<file path="src/rtl/hazard_pkg.sv">
// Shared opcode/funct constants and enums for the stall/flush controller.
package hazard_pkg;

    localparam logic [5:0] OP_RTYPE = 6'd0;
    localparam logic [5:0] OP_J     = 6'd2;
    localparam logic [5:0] OP_JAL   = 6'd3;
    localparam logic [5:0] OP_BEQ   = 6'd4;
    localparam logic [5:0] OP_BNE   = 6'd5;

    localparam logic [5:0] FN_JR    = 6'd8;
    localparam logic [5:0] FN_DIV   = 6'd26;
    localparam logic [5:0] FN_DIVU  = 6'd27;

    typedef enum logic [1:0] {
        KIND_NONE = 2'd0,
        KIND_DIV  = 2'd1,
        KIND_LU   = 2'd2,
        KIND_CTRL = 2'd3
    } stall_kind_t;

    typedef enum logic [1:0] {
        ST_IDLE    = 2'd0,
        ST_STALL   = 2'd1,
        ST_FLUSH   = 2'd2,
        ST_RELEASE = 2'd3
    } state_t;

endpackage

</file>
<file path="src/rtl/stall_controller_if.sv">
// ID-stage hazard inputs and pipeline enable/flush outputs of the stall controller.
interface stall_controller_if #(
    parameter int CNT_W = 7
);
    logic [31:0]      instr_id;
    logic             ex_memread;
    logic [4:0]       ex_rt;
    logic             en_pc;
    logic             en_ifid;
    logic             flush_ifid;
    logic             bubble_idex;
    logic             hazard;
    logic [CNT_W-1:0] stall_cnt;
    logic [1:0]       stall_kind;

    modport master (
        output instr_id, ex_memread, ex_rt,
        input  en_pc, en_ifid, flush_ifid, bubble_idex, hazard, stall_cnt, stall_kind
    );

    modport slave (
        input  instr_id, ex_memread, ex_rt,
        output en_pc, en_ifid, flush_ifid, bubble_idex, hazard, stall_cnt, stall_kind
    );
endinterface

</file>
<file path="src/rtl/hazard_decode.sv">
// Combinational classifier: maps the ID-stage instruction and EX load info to a hazard
// kind and its cycle count, with priority div > load-use > control.
module hazard_decode
    import hazard_pkg::*;
#(
    parameter int DIV_LAT = 32,
    parameter int LU_LAT  = 1,
    parameter int BR_PEN  = 2,
    parameter int J_PEN   = 2,
    parameter int CNT_W   = 7
) (
    input  logic [31:0]      instr_id,
    input  logic             ex_memread,
    input  logic [4:0]       ex_rt,
    output stall_kind_t      kind,
    output logic [CNT_W-1:0] length
);

    localparam logic [CNT_W-1:0] DIV_LEN = CNT_W'(DIV_LAT);
    localparam logic [CNT_W-1:0] LU_LEN  = CNT_W'(LU_LAT);
    localparam logic [CNT_W-1:0] BR_LEN  = CNT_W'(BR_PEN);
    localparam logic [CNT_W-1:0] J_LEN   = CNT_W'(J_PEN);

    logic [5:0] opcode_s;
    logic [5:0] funct_s;
    logic [4:0] rs_s;
    logic [4:0] rt_s;
    logic       instr_nz_s;
    logic       is_div_s;
    logic       is_lu_s;
    logic       is_br_s;
    logic       is_jmp_s;

    assign opcode_s   = instr_id[31:26];
    assign rs_s       = instr_id[25:21];
    assign rt_s       = instr_id[20:16];
    assign funct_s    = instr_id[5:0];
    // An all-zero word is the pipeline NOP and must never raise a hazard.
    assign instr_nz_s = (instr_id != 32'd0);

    assign is_div_s = (opcode_s == OP_RTYPE) && ((funct_s == FN_DIV) || (funct_s == FN_DIVU));
    assign is_lu_s  = ex_memread && (ex_rt != 5'd0) && ((ex_rt == rs_s) || (ex_rt == rt_s));
    assign is_br_s  = (opcode_s == OP_BEQ) || (opcode_s == OP_BNE);
    assign is_jmp_s = (opcode_s == OP_J) || (opcode_s == OP_JAL) ||
                      ((opcode_s == OP_RTYPE) && (funct_s == FN_JR));

    // Priority classification; a zero latency parameter disables its class.
    always_comb begin
        kind   = KIND_NONE;
        length = {CNT_W{1'b0}};
        if (instr_nz_s && is_div_s && (DIV_LAT > 32'sd0)) begin
            kind   = KIND_DIV;
            length = DIV_LEN;
        end else if (instr_nz_s && is_lu_s && (LU_LAT > 32'sd0)) begin
            kind   = KIND_LU;
            length = LU_LEN;
        end else if (instr_nz_s && is_br_s && (BR_PEN > 32'sd0)) begin
            kind   = KIND_CTRL;
            length = BR_LEN;
        end else if (instr_nz_s && is_jmp_s && (J_PEN > 32'sd0)) begin
            kind   = KIND_CTRL;
            length = J_LEN;
        end else begin
            kind   = KIND_NONE;
            length = {CNT_W{1'b0}};
        end
    end

endmodule

</file>
<file path="src/rtl/stall_controller.sv">
// Pipeline stall/flush controller: FSM and cycle counter driving PC/IF-ID enables,
// IF-ID flush and ID-EX bubble from the classified ID-stage hazard.
module stall_controller
    import hazard_pkg::*;
#(
    parameter int DIV_LAT = 32,
    parameter int LU_LAT  = 1,
    parameter int BR_PEN  = 2,
    parameter int J_PEN   = 2,
    parameter int CNT_W   = 7
) (
    input  logic               clk,
    input  logic               rst,
    stall_controller_if.slave  bus
);

    localparam logic [CNT_W-1:0] CNT_ZERO = {CNT_W{1'b0}};
    localparam logic [CNT_W-1:0] CNT_ONE  = {{(CNT_W-1){1'b0}}, 1'b1};

    if ((DIV_LAT >= (32'sd1 << CNT_W)) || (LU_LAT >= (32'sd1 << CNT_W)) ||
        (BR_PEN >= (32'sd1 << CNT_W)) || (J_PEN >= (32'sd1 << CNT_W))) begin : g_lat_check
        $error("stall_controller: a latency does not fit in CNT_W bits");
    end

    state_t           state_r, state_nxt_s;
    logic [CNT_W-1:0] cnt_r, cnt_nxt_s;
    stall_kind_t      kind_r, kind_nxt_s;
    stall_kind_t      dec_kind_s;
    logic [CNT_W-1:0] dec_len_s;

    logic             en_pc_s, en_ifid_s, flush_s, bubble_s, hazard_s;
    logic [CNT_W-1:0] cnt_out_s;
    stall_kind_t      kind_out_s;

    hazard_decode #(
        .DIV_LAT (DIV_LAT),
        .LU_LAT  (LU_LAT),
        .BR_PEN  (BR_PEN),
        .J_PEN   (J_PEN),
        .CNT_W   (CNT_W)
    ) u_decode (
        .instr_id   (bus.instr_id),
        .ex_memread (bus.ex_memread),
        .ex_rt      (bus.ex_rt),
        .kind       (dec_kind_s),
        .length     (dec_len_s)
    );

    // State, counter and held event kind.
    always_ff @(posedge clk) begin
        if (!rst) begin
            state_r <= ST_IDLE;
            cnt_r   <= CNT_ZERO;
            kind_r  <= KIND_NONE;
        end else begin
            state_r <= state_nxt_s;
            cnt_r   <= cnt_nxt_s;
            kind_r  <= kind_nxt_s;
        end
    end

    // Next-state and Mealy output mux; reset forces the idle outputs in the same cycle.
    always_comb begin
        state_nxt_s = state_r;
        cnt_nxt_s   = cnt_r;
        kind_nxt_s  = kind_r;
        en_pc_s     = 1'b1;
        en_ifid_s   = 1'b1;
        flush_s     = 1'b0;
        bubble_s    = 1'b0;
        hazard_s    = 1'b0;
        cnt_out_s   = CNT_ZERO;
        kind_out_s  = KIND_NONE;
        if (!rst) begin
            state_nxt_s = ST_IDLE;
            cnt_nxt_s   = CNT_ZERO;
            kind_nxt_s  = KIND_NONE;
        end else begin
            case (state_r)
                ST_IDLE: begin
                    if (dec_kind_s != KIND_NONE) begin
                        hazard_s   = 1'b1;
                        en_pc_s    = 1'b0;
                        cnt_out_s  = dec_len_s;
                        kind_out_s = dec_kind_s;
                        kind_nxt_s = dec_kind_s;
                        cnt_nxt_s  = dec_len_s - CNT_ONE;
                        if (dec_kind_s == KIND_CTRL) begin
                            flush_s     = 1'b1;
                            state_nxt_s = (dec_len_s == CNT_ONE) ? ST_IDLE : ST_FLUSH;
                        end else begin
                            en_ifid_s   = 1'b0;
                            bubble_s    = 1'b1;
                            state_nxt_s = (dec_len_s == CNT_ONE) ? ST_RELEASE : ST_STALL;
                        end
                    end else begin
                        state_nxt_s = ST_IDLE;
                    end
                end
                ST_STALL: begin
                    en_pc_s     = 1'b0;
                    en_ifid_s   = 1'b0;
                    bubble_s    = 1'b1;
                    hazard_s    = 1'b1;
                    cnt_out_s   = cnt_r;
                    kind_out_s  = kind_r;
                    cnt_nxt_s   = cnt_r - CNT_ONE;
                    state_nxt_s = (cnt_r == CNT_ONE) ? ST_RELEASE : ST_STALL;
                end
                ST_FLUSH: begin
                    en_pc_s     = 1'b0;
                    flush_s     = 1'b1;
                    hazard_s    = 1'b1;
                    cnt_out_s   = cnt_r;
                    kind_out_s  = kind_r;
                    cnt_nxt_s   = cnt_r - CNT_ONE;
                    state_nxt_s = (cnt_r == CNT_ONE) ? ST_IDLE : ST_FLUSH;
                end
                ST_RELEASE: begin
                    state_nxt_s = ST_IDLE;
                    cnt_nxt_s   = CNT_ZERO;
                    kind_nxt_s  = KIND_NONE;
                end
                default: begin
                    state_nxt_s = ST_IDLE;
                    cnt_nxt_s   = CNT_ZERO;
                    kind_nxt_s  = KIND_NONE;
                end
            endcase
        end
    end

    assign bus.en_pc       = en_pc_s;
    assign bus.en_ifid     = en_ifid_s;
    assign bus.flush_ifid  = flush_s;
    assign bus.bubble_idex = bubble_s;
    assign bus.hazard      = hazard_s;
    assign bus.stall_cnt   = cnt_out_s;
    assign bus.stall_kind  = kind_out_s;

endmodule

</file>
<file path="src/flat_wrapper.sv">
// flat-port wrapper written by rule: the top's interface ports become plain ports
module stall_controller_flat import hazard_pkg::*;
#(
    parameter int DIV_LAT = 32,
    parameter int LU_LAT  = 1,
    parameter int BR_PEN  = 2,
    parameter int J_PEN   = 2,
    parameter int CNT_W   = 7
)
  (clk, rst, bus_instr_id, bus_ex_memread, bus_ex_rt, bus_en_pc, bus_en_ifid, bus_flush_ifid, bus_bubble_idex, bus_hazard, bus_stall_cnt, bus_stall_kind);
  stall_controller_if #(.CNT_W(CNT_W)) bus_i ();
  input  logic clk;
  input  logic rst;
  input wire logic [$bits(bus_i.instr_id)-1:0] bus_instr_id;
  input wire logic [$bits(bus_i.ex_memread)-1:0] bus_ex_memread;
  input wire logic [$bits(bus_i.ex_rt)-1:0] bus_ex_rt;
  output wire logic [$bits(bus_i.en_pc)-1:0] bus_en_pc;
  output wire logic [$bits(bus_i.en_ifid)-1:0] bus_en_ifid;
  output wire logic [$bits(bus_i.flush_ifid)-1:0] bus_flush_ifid;
  output wire logic [$bits(bus_i.bubble_idex)-1:0] bus_bubble_idex;
  output wire logic [$bits(bus_i.hazard)-1:0] bus_hazard;
  output wire logic [$bits(bus_i.stall_cnt)-1:0] bus_stall_cnt;
  output wire logic [$bits(bus_i.stall_kind)-1:0] bus_stall_kind;
  assign bus_i.instr_id = bus_instr_id;
  assign bus_i.ex_memread = bus_ex_memread;
  assign bus_i.ex_rt = bus_ex_rt;
  assign bus_en_pc = bus_i.en_pc;
  assign bus_en_ifid = bus_i.en_ifid;
  assign bus_flush_ifid = bus_i.flush_ifid;
  assign bus_bubble_idex = bus_i.bubble_idex;
  assign bus_hazard = bus_i.hazard;
  assign bus_stall_cnt = bus_i.stall_cnt;
  assign bus_stall_kind = bus_i.stall_kind;
  stall_controller #(.DIV_LAT(DIV_LAT), .LU_LAT(LU_LAT), .BR_PEN(BR_PEN), .J_PEN(J_PEN), .CNT_W(CNT_W)) u_core (.clk(clk), .rst(rst), .bus(bus_i));
endmodule
</file>
<file path="config.mk">
export PLATFORM = sky130hd
export DESIGN_NAME = stall_controller_flat
export DESIGN_NICKNAME = d
export VERILOG_FILES = /design/src/rtl/hazard_pkg.sv /design/src/rtl/stall_controller_if.sv /design/src/rtl/hazard_decode.sv /design/src/rtl/stall_controller.sv /design/src/flat_wrapper.sv
export SDC_FILE = /design/constraint.sdc
export NUM_CORES = 1
export LEC_CHECK = 0
export ABC_CLOCK_PERIOD_IN_PS = 3300
export BUFFER_PORTS_ARGS = -buffer_cell sky130_fd_sc_hd__clkbuf_2
export CAP_MARGIN = 10
export CORE_UTILIZATION = 47
export CTS_CLUSTER_DIAMETER = 80
export DETAILED_ROUTE_END_ITERATION = 8
export PLACE_DENSITY = 0.8
export SLEW_MARGIN = 0
export SYNTH_ARGS = -nofsm -noshare
export SYNTH_HDL_FRONTEND = slang
export SYNTH_SLANG_ARGS = --single-unit
</file>
<file path="constraint.sdc">
create_clock -name clk -period 3.3 [get_ports clk]
set_input_delay 0.33 -clock clk [delete_from_list [all_inputs] [get_ports clk]]
set_output_delay 0.33 -clock clk [all_outputs]
set_load 0.03 [all_outputs]
</file>
== Yosys cells after proc, flatten, opt, wreduce, memory -nomap -nowiden ==
Index checks and enable logic that the tools add are counted.

* Register bits: 11
* Input bits: 40
* Output and inout port bits: 14
* Logic and storage cells: 84

* $add $sub $neg: 2
* Eq/ne operators: 16
* Muxes and demuxes: 42
* Reduce and logical (&&, ||, !) cells: 21

{| class="wikitable"
|+ Operators with widths
! operator !! number
|-
| $mux 2 || 16
|-
| $reduce_bool 32->1 || 1
|-
| $mux 7 || 4
|-
| $pmux 7 s3 || 1
|-
| $eq 7x1->1 const B || 2
|-
| $pmux 7 s2 || 1
|-
| $sub 7x1->7 const B || 2
|-
| $eq 6x2->1 const B || 2
|-
| $eq 6x3->1 const B || 2
|-
| $eq 6x5->1 const B || 2
|-
| $mux 1 || 12
|-
| $eq 5x5->1 || 2
|-
| $pmux 1 s2 || 5
|-
| $logic_and 1x1->1 || 8
|-
| $pmux 2 s2 || 2
|-
| $pmux 2 s4 || 1
|-
| $eq 2x2->1 const B || 3
|-
| $eq 6x4->1 const B || 1
|-
| $logic_not 6->1 || 1
|-
| $logic_or 1x1->1 || 5
|-
| $reduce_bool 5->1 || 1
|-
| $reduce_bool 2->1 || 2
|-
| $eq 2x1->1 const B || 1
|-
| $logic_not 2->1 || 1
|-
| other kinds (3) || 3
|}

== Longest topological paths before layout ==
Gate-level depths: netlist of run 1.

* Depth after elaboration: 13
* Depth in mapped cells: 12
* Mapped depth without buffers: 11

== Modules after synthesis ==
Synthesis of run 1 repeated with hierarchy kept, for this count alone.

* Cells, all modules: 174
* Area, all modules: 1315.0 µm²

{| class="wikitable"
|+ By module, submodules not included
! module !! times used !! cells an instance !! area each (µm²) !! seq. area each (µm²)
|-
| stall_controller || 1 || 137 || 1033.5 || 220.2
|-
| hazard_decode || 1 || 37 || 281.5 || 0.0
|}

== Least setup slack after synthesis of run 1 ==
OpenSTA, ideal clock, no wires.

* Kind: input port to output port
* Start: input port bus_instr_id[26]
* End: output port bus_en_ifid
* Arrival: 2420 ps
* Data required time: 2970 ps
* Setup slack: 550 ps
* Cell stages on the path: 10
* Path buffers: 0
* Path through: nor4_4 -> a31oi_1 -> nand2b_1 -> a31o_4 -> and2_1 -> ha_1 -> a21oi_1 -> nor2_1 -> o21a_1 -> inv_1

* Cells in the longest elaborated chain, start to end: 13
* Elaborated cells on any way between the ends: 25
* Classes of those cells: eq/ne: 5; mux: 8; reduce/logical: 12

{| class="wikitable"
|+ Ends and longest elaborated chain
! element !! RTL line !! source
|-
| start: declaration || flat_wrapper.sv:14 || <nowiki>input wire logic [$bits(bus_i.instr_id)-1:0] bus_instr_id;</nowiki>
|-
| $eq 6x2->1 / $logic_not 6->1 (equally long branches) || hazard_decode.sv:44, hazard_decode.sv:41, hazard_decode.sv:45 ||
|-
| $logic_or 1x1->1 / $logic_and 1x1->1 (equally long branches) || hazard_decode.sv:44, hazard_decode.sv:45 ||
|-
| $logic_or 1x1->1 || hazard_decode.sv:44 || <nowiki>assign is_jmp_s = (opcode_s == OP_J) || (opcode_s == OP_JAL) ||</nowiki>
|-
| $logic_and 1x1->1 || hazard_decode.sv:60 || <nowiki>end else if (instr_nz_s && is_jmp_s && (J_PEN > 32'sd0)) begin</nowiki>
|-
| $mux 2 || hazard_decode.sv:60 ||
|-
| $mux 2 || hazard_decode.sv:57 || <nowiki>end else if (instr_nz_s && is_br_s && (BR_PEN > 32'sd0)) begin</nowiki>
|-
| $mux 2 || hazard_decode.sv:54 || <nowiki>end else if (instr_nz_s && is_lu_s && (LU_LAT > 32'sd0)) begin</nowiki>
|-
| $mux 2 (*) || hazard_decode.sv:51 || <nowiki>if (instr_nz_s && is_div_s && (DIV_LAT > 32'sd0)) begin</nowiki>
|-
| $eq 2x2->1 || stall_controller.sv:88 || <nowiki>if (dec_kind_s == KIND_CTRL) begin</nowiki>
|-
| $mux 1 || stall_controller.sv:88 ||
|-
| $mux 1 (*) || stall_controller.sv:81 || <nowiki>if (dec_kind_s != KIND_NONE) begin</nowiki>
|-
| $pmux 1 s2 (*) || stall_controller.sv:79 || <nowiki>case (state_r)</nowiki>
|-
| $mux 1 (*) || stall_controller.sv:74 || <nowiki>if (!rst) begin</nowiki>
|-
| end: declaration || flat_wrapper.sv:18 || <nowiki>output wire logic [$bits(bus_i.en_ifid)-1:0] bus_en_ifid;</nowiki>
|}

Every way passes the cells marked *; elsewhere a longest branch is shown, timed or not.

== Worst setup path in the final report of run 1 ==
* Start: input port bus_instr_id[27]
* End: output port bus_hazard

* Cells in the longest elaborated chain, start to end: 12
* Elaborated cells on any way between the ends: 23
* Classes of those cells: eq/ne: 4; mux: 7; reduce/logical: 12

{| class="wikitable"
|+ Ends and longest elaborated chain
! element !! RTL line !! source
|-
| $eq 6x2->1 / $logic_not 6->1 (equally long branches) || hazard_decode.sv:44, hazard_decode.sv:41, hazard_decode.sv:45 ||
|-
| $logic_or 1x1->1 / $logic_and 1x1->1 (equally long branches) || hazard_decode.sv:44, hazard_decode.sv:45 ||
|-
| $logic_or 1x1->1 || hazard_decode.sv:44 ||
|-
| $logic_and 1x1->1 || hazard_decode.sv:60 ||
|-
| $mux 2 || hazard_decode.sv:60 ||
|-
| $mux 2 || hazard_decode.sv:57 ||
|-
| $mux 2 || hazard_decode.sv:54 ||
|-
| $mux 2 (*) || hazard_decode.sv:51 ||
|-
| $reduce_bool 2->1 (*) || stall_controller.sv:81 ||
|-
| $mux 1 (*) || stall_controller.sv:81 ||
|-
| $pmux 1 s2 (*) || stall_controller.sv:79 ||
|-
| $mux 1 (*) || stall_controller.sv:74 ||
|-
| end: declaration || flat_wrapper.sv:21 || <nowiki>output wire logic [$bits(bus_i.hazard)-1:0] bus_hazard;</nowiki>
|}

Marked as above.

==> out/results.tsv, run 1 <==
metric	value	unit
status	finished, final reports clean	
drc	0	
postSynthAreaPerCell	7.40	um2
power.internal	0.252	mW
start_util	51.7	%
clockBufferDepth	2	
cts_setup_buffers	0	
yosysWarningCount	0	
routed_wl	2950	um
cts_buffers	3	
die_y	52.0	um
n_fill_cell	206	
max_freq	347	MHz
clock_latency	0.28	ns
synth_largest_area_cell	dfxtp_1	
multi_input_area	896	um2
synth_cell_type_count	34	
finalCritPeriodShare	87.2	%
rsz0062_at_grt	false	
synth_area_leaders	dfxtp_1, ha_1, xnor2_1	
grt_usage	24.7	%
port_buffers	43	
swShare	35.9	%
drtAntennaViolNets	0	
hpwl	2370	um
grt_pass1_vias	1129	
post-place-ws	0.447	ns
top_level_ports	54	
cts_tree	yes	
ir_drop	0.180	mV
post_cts_resize_count	0	
grt_pass1_wl	4910	um
area_growth	22.2	%
yosysTopAreaCellShare	18.7	%
combinationalPowerShare	36.5	%
cts_hold_buf	0	
drt_pass1_iterations	4	
ys_ff_latch	11	
grt_max_degree	15	
power.density	274	nW/um2
worst_slack	0.422	ns
clk_pin_slew	0.07	ns
diodes	0	
layout.area.seq	220	um2
netlist_instances	159	
netlist_area	1180	um2
overflow	0	
vias	1280	
p_leak	0.690	nW
antenna_found_initial	0	
gp_congestion	0.836	
max_cap_violations	0	
worstPathMaxFanout	9	
die_x	52.0	um
start_kind	input port	
syn_nets	212	
min_period	2.88	ns
crit_path_end_kind	output pin	
core.rowCount	17	
nets	256	
worstMarginPinSlew	0.474	ns
final_max_slew_viol_count	0	
worstPathRequired	2.97	ns
core	2280	um2
arrival	2.55	ns
ys_seq_area_share	18.7	%
worst_slew_margin_rel	68.4	%
path_class	in2out	
p_sw	0.141	mW
p_seq_share	39.0	%
drive_above_1_share	27.2	%
skew	0.00404	ns
wl_per_cell	12.8	um
setup_violations	0	
htree_levels	1	
holdCritPathClass	in2reg	
cts_root_buffer	clkbuf_4	
clock-sinks	11	
vias_per_cell	5.57	
drt_first_iter_violations	26	
hold_violations	0	
setup_tns	0	ns
die_area	2710	um2
p_clk_share	24.5	%
[power groups by stage]
stage / Clock (mW) / Combinational [mW] / Sequential (mW)
floorplan: 0 / 0.0994 / 0.153
global placement: 0 / 0.138 / 0.156
detailed placement: 0 / 0.142 / 0.156
CTS: 0.100 / 0.143 / 0.153
global route: 0.104 / 0.161 / 0.155
finish: 0.0965 / 0.144 / 0.154
[synthesized netlist by cell type]
cell,count
nor2b_1,3
and2_1,2
a311oi_2,1
and3_1,4
a211oi_1,1
o32ai_1,3
and3_4,1
and3b_1,1
nand3b_1,1
nor4_1,1
xnor2_1,11
nor3_1,5
nor3_2,1
o21a_1,2
ha_1,13
clkbuf_1,4
or2_2,1
a31o_4,1
xor2_1,2
dfxtp_1,11
nor2_1,18
o21ai_0,9
a21oi_1,17
mux2i_1,2
o22ai_1,2
nand2b_1,4
nand3_1,4
inv_1,12
o221a_2,1
nand2_1,14
nor4_4,1
a31oi_1,4
nand4_2,1
a21oi_2,1
[cell usage in the layout (no fill, tap or decap), types with 3 or more instances in the layout]
| cell type | Yosys | final |
|---|---|---|
| o21ai_0 | 9 | 9 |
| a31oi_1 | 4 | 4 |
| inv_1 | 12 | 12 |
| nor2_1 | 18 | 18 |
| nand2b_1 | 4 | 4 |
| o32ai_1 | 3 | 3 |
| nor3_1 | 5 | 5 |
| dfxtp_1 | 11 | 11 |
| nand2_1 | 14 | 14 |
| clkbuf_2 | 0 | 43 |
| xnor2_1 | 11 | 11 |
| and3_1 | 4 | 4 |
| ha_1 | 13 | 13 |
| a21oi_1 | 17 | 17 |
| nand3_1 | 4 | 4 |
| nor2b_1 | 3 | 3 |
| clkbuf_4 | 0 | 3 |
[layer usage]
metal	vias to the layer above	part of all wire, %	GRT usage (%)	wire, um
li1	648	-	-	-
met1	560	41	28.1	1220
met2	61	49	42.7	1440
met3	11	7.3	5.85	215
met4	0	3.0	11.3	88
met5	-	0	0	0
[layout make-up]
type                            count  share of cell area (%)
Tap cell                           28                    2.44
Sequential cell                    11                    15.3
Inverter                           12                    3.13
Timing Repair Buffer               43                    15.0
Multi-Input combinational cell    132                    62.3
Clock buffer                        4                    1.83
[worst max-delay path, stage by stage]
cell and delay [ns]:
clkbuf_2 0.11, nor4_4 0.29, a31oi_1 0.14, nand2b_1 0.17, a31o_4 0.25, and2_1 0.18, ha_1 0.32, nand2b_1 0.32
a21oi_1 0.21, clkbuf_2 0.22
[per-stage QoR]
step | hold slack (ns) | util (%) | power [mW] | instance area [um2] | instances
floorplan | 0.477 | - | 0.252 | 1180 | 159
global placement | 0.504 | 62.0 | 0.294 | 1410 | 226
detailed placement | 0.526 | 62.0 | 0.298 | 1410 | 226
CTS | 0.415 | 63.2 | 0.396 | 1440 | 230
global route | 0.435 | 63.2 | 0.420 | 1440 | 230
finish | 0.424 | 63.2 | 0.394 | 1440 | 230
[logic make-up after synthesis]
logic type,share of synthesized area [%]
AOI/OAI and AO/OA,22.9
xor gates and xnor gates,9.68
adders and majority gates,13.8
buffers and inverters,5.11
DFF,18.7
muxes,1.70
and+or+nand+nor,28.1
[state kept, by name (all words and copies together), names as in the netlist]
register,flops
u_core.state_r,2
u_core.cnt_r,7
u_core.kind_r,2
[worst paths after layout]
kind | slack, ns | depth (start not counted) | to | startpoint
worst max-delay path | 0.42 | 10 | bus_hazard | bus_instr_id[27]
worst min-delay path | 0.42 | 3 | u_core.kind_r[0]$_SDFFE_PN0P_ | rst
worst max register to register | 1.39 | 7 | u_core.cnt_r[4]$_SDFFE_PN0P_ | u_core.state_r[0]$_SDFF_PN0_
worst min register to register | 0.54 | 2 | u_core.cnt_r[5]$_SDFFE_PN0P_ | u_core.cnt_r[5]$_SDFFE_PN0P_
No activity file was read; power rests on OpenSTA's default activity.
==> run 2: changes to the inputs <==
--- a/config.mk
+++ b/config.mk
@@ -12,6 +12,7 @@
 export CTS_CLUSTER_DIAMETER = 80
 export DETAILED_ROUTE_END_ITERATION = 8
 export PLACE_DENSITY = 0.8
+export RECOVER_POWER = 100
 export SLEW_MARGIN = 0
 export SYNTH_ARGS = -nofsm -noshare
 export SYNTH_HDL_FRONTEND = slang
==> run 2 against run 1 <==
Total power decreased by 0.32%; clock skew increased by 0.00095 ns; maximum frequency decreased by 3.4%; routed wire length decreased by 0.85%; die area unchanged; final cell count unchanged; critical endpoint unchanged; largest cell class unchanged.
==> out/results.tsv, run 2 (same netlist as run 1, synthesis figures left out) <==
metric	value	unit	change
drt_first_iter_violations	36		was 26
p_leak	0.636	nW	was 0.690 nW
final_max_slew_viol_count	0		unchanged
worstHoldEndpoint	u_core.kind_r[0]$_SDFFE_PN0P_		unchanged
setup_violations	0		unchanged
hpwl	2370	um	unchanged
r2r_setup_slack	1.39	ns	about the same
timing.rr.start	u_core.state_r[0]$_SDFF_PN0_		unchanged
clockBufferDepth	2		unchanged
largest_reg_flops	7		unchanged
post-place-ws	0.447	ns	unchanged
max_freq	336	MHz	was 347 MHz
worstPathMaxFanout	9		unchanged
grt_max_degree	15		unchanged
clock-sinks	11		unchanged
final_cell_mix	clkbuf_2, nor2_1, a21oi_1		unchanged
cts_buffers	3		unchanged
skew	0.00499	ns	was 0.00404 ns
path_class	in2out		unchanged
n_fill_cell	216		was 206
reg_top3	u_core.cnt_r: 7 flops, u_core.kind_r: 2 flops, u_core.state_r: 2 flops		unchanged
die_x	52.0	um	unchanged
diodes	0		unchanged
cts_root_buffer	clkbuf_4		unchanged
core	2280	um2	unchanged
hp-start	rst		unchanged
setup_tns	0	ns	unchanged
die_area	2710	um2	unchanged
placed_area	1410	um2	unchanged
holdWs	0.419	ns	was 0.424 ns
max_cap_violations	0		unchanged
top_level_ports	54		unchanged
grt_usage	24.7	%	unchanged
worst_slew_margin_rel	67.9	%	was 68.4%
postLayoutCellArea	1410	um2	was 1440 um2
cts_setup_buffers	0		unchanged
htree_levels	1		unchanged
arrival	2.65	ns	was 2.55 ns
start_util	51.7	%	unchanged
vias_per_cell	5.54		was 5.57
holdCritPathClass	in2reg		unchanged
wl_per_cell	12.7	um	was 12.8 um
area_growth	20.2	%	was 22.2%
hold_violations	0		unchanged
worstMarginPinSlew	0.482	ns	was 0.474 ns
core.rowCount	17		unchanged
grt_pass1_vias	1129		unchanged
clk_pin_slew	0.07	ns	about the same
antenna_found_initial	0		unchanged
finalCritPeriodShare	90.3	%	was 87.2%
layout_commonest_cell	clkbuf_2		unchanged
min_period	2.98	ns	was 2.88 ns
drtAntennaViolNets	0		unchanged
post_cts_resize_count	0		unchanged
r2r_cells	7		unchanged
port_buffers	43		unchanged
overflow	0		unchanged
start_kind	input port		unchanged
nets	256		unchanged
status	finished, final reports clean		unchanged
worstPathRequired	2.97	ns	about the same
worst_slack	0.320	ns	was 0.422 ns
ir_drop	0.180	mV	about the same
cts_tree	yes		unchanged
clock_latency	0.28	ns	about the same
vias	1274		was 1280
power.density	278	nW/um2	was 274 nW/um2
grt_pass1_wl	4910	um	unchanged
whs_path_depth	3		unchanged
crit_path_end_kind	output pin		unchanged
die_y	52.0	um	unchanged
drive_above_1_share	19.8	%	was 27.2%
cts_hold_buf	0		unchanged
top_register	u_core.cnt_r		unchanged
drc	0		unchanged
routed_wl	2930	um	was 2950 um
drt_pass1_iterations	4		unchanged
rsz0062_at_grt	false		unchanged
gp_congestion	0.836		unchanged
r2r_end	u_core.cnt_r[4]$_SDFFE_PN0P_		unchanged
[run 2: cell counts in the layout (fill, tap and decap cells not counted)]
Identical to the previous run, type by type.
[run 2: critical path: stages]
cell      delay, ns
clkbuf_1       0.10
nor4_4         0.29
nand4_1        0.36
and3_4         0.33
a21oi_2        0.22
ha_1           0.40
nand2b_1       0.32
a21oi_1        0.11
clkbuf_2       0.19
[run 2: worst max path at each step]
stage	start	cells past startpoint	to	slack, ns
after floorplan	bus_instr_id[26]	10	bus_en_ifid	0.55
after global placement	bus_instr_id[26]	10	bus_hazard	0.48
after detailed placement	bus_instr_id[26]	10	bus_hazard	0.45
after CTS	bus_instr_id[26]	10	bus_hazard	0.44
after global routing	bus_instr_id[26]	9	bus_hazard	0.17
final	bus_instr_id[26]	9	bus_hazard	0.32
[run 2: layer usage]
metal  vias up  GRT usage (%)  part of all wire (%)  wire length (um)
met5         -              0                     0                 0
met4         0           11.3                   3.0                89
met3        11           5.85                   6.8               198
met2        57           42.7                    49              1420
met1       560           28.1                    42              1220
li1        646              -                     -                 -
[run 2: layout make-up]
type	instances	area (um2)	area share, %
Clock buffer	4	26.3	1.86
Sequential cell	11	220	15.6
Tap cell	28	35.0	2.48
Timing Repair Buffer	43	198	14.0
Inverter	12	45.0	3.19
Multi-Input combinational cell	132	890	62.9
[run 2: metrics by stage]
step	std cells	utilization [%]	total power [mW]
CTS	230	63.2	0.396
finish	230	62.1	0.393
global route	230	62.1	0.418
floorplan	159	-	0.252
global placement	226	62.0	0.294
detailed placement	226	62.0	0.298
[run 2: report_power, final]
group / internal [mW] / switching [mW] / total [mW]
Clock: 0.0470 / 0.0501 / 0.0971
Sequential: 0.142 / 0.0114 / 0.154
Combinational: 0.0623 / 0.0794 / 0.142
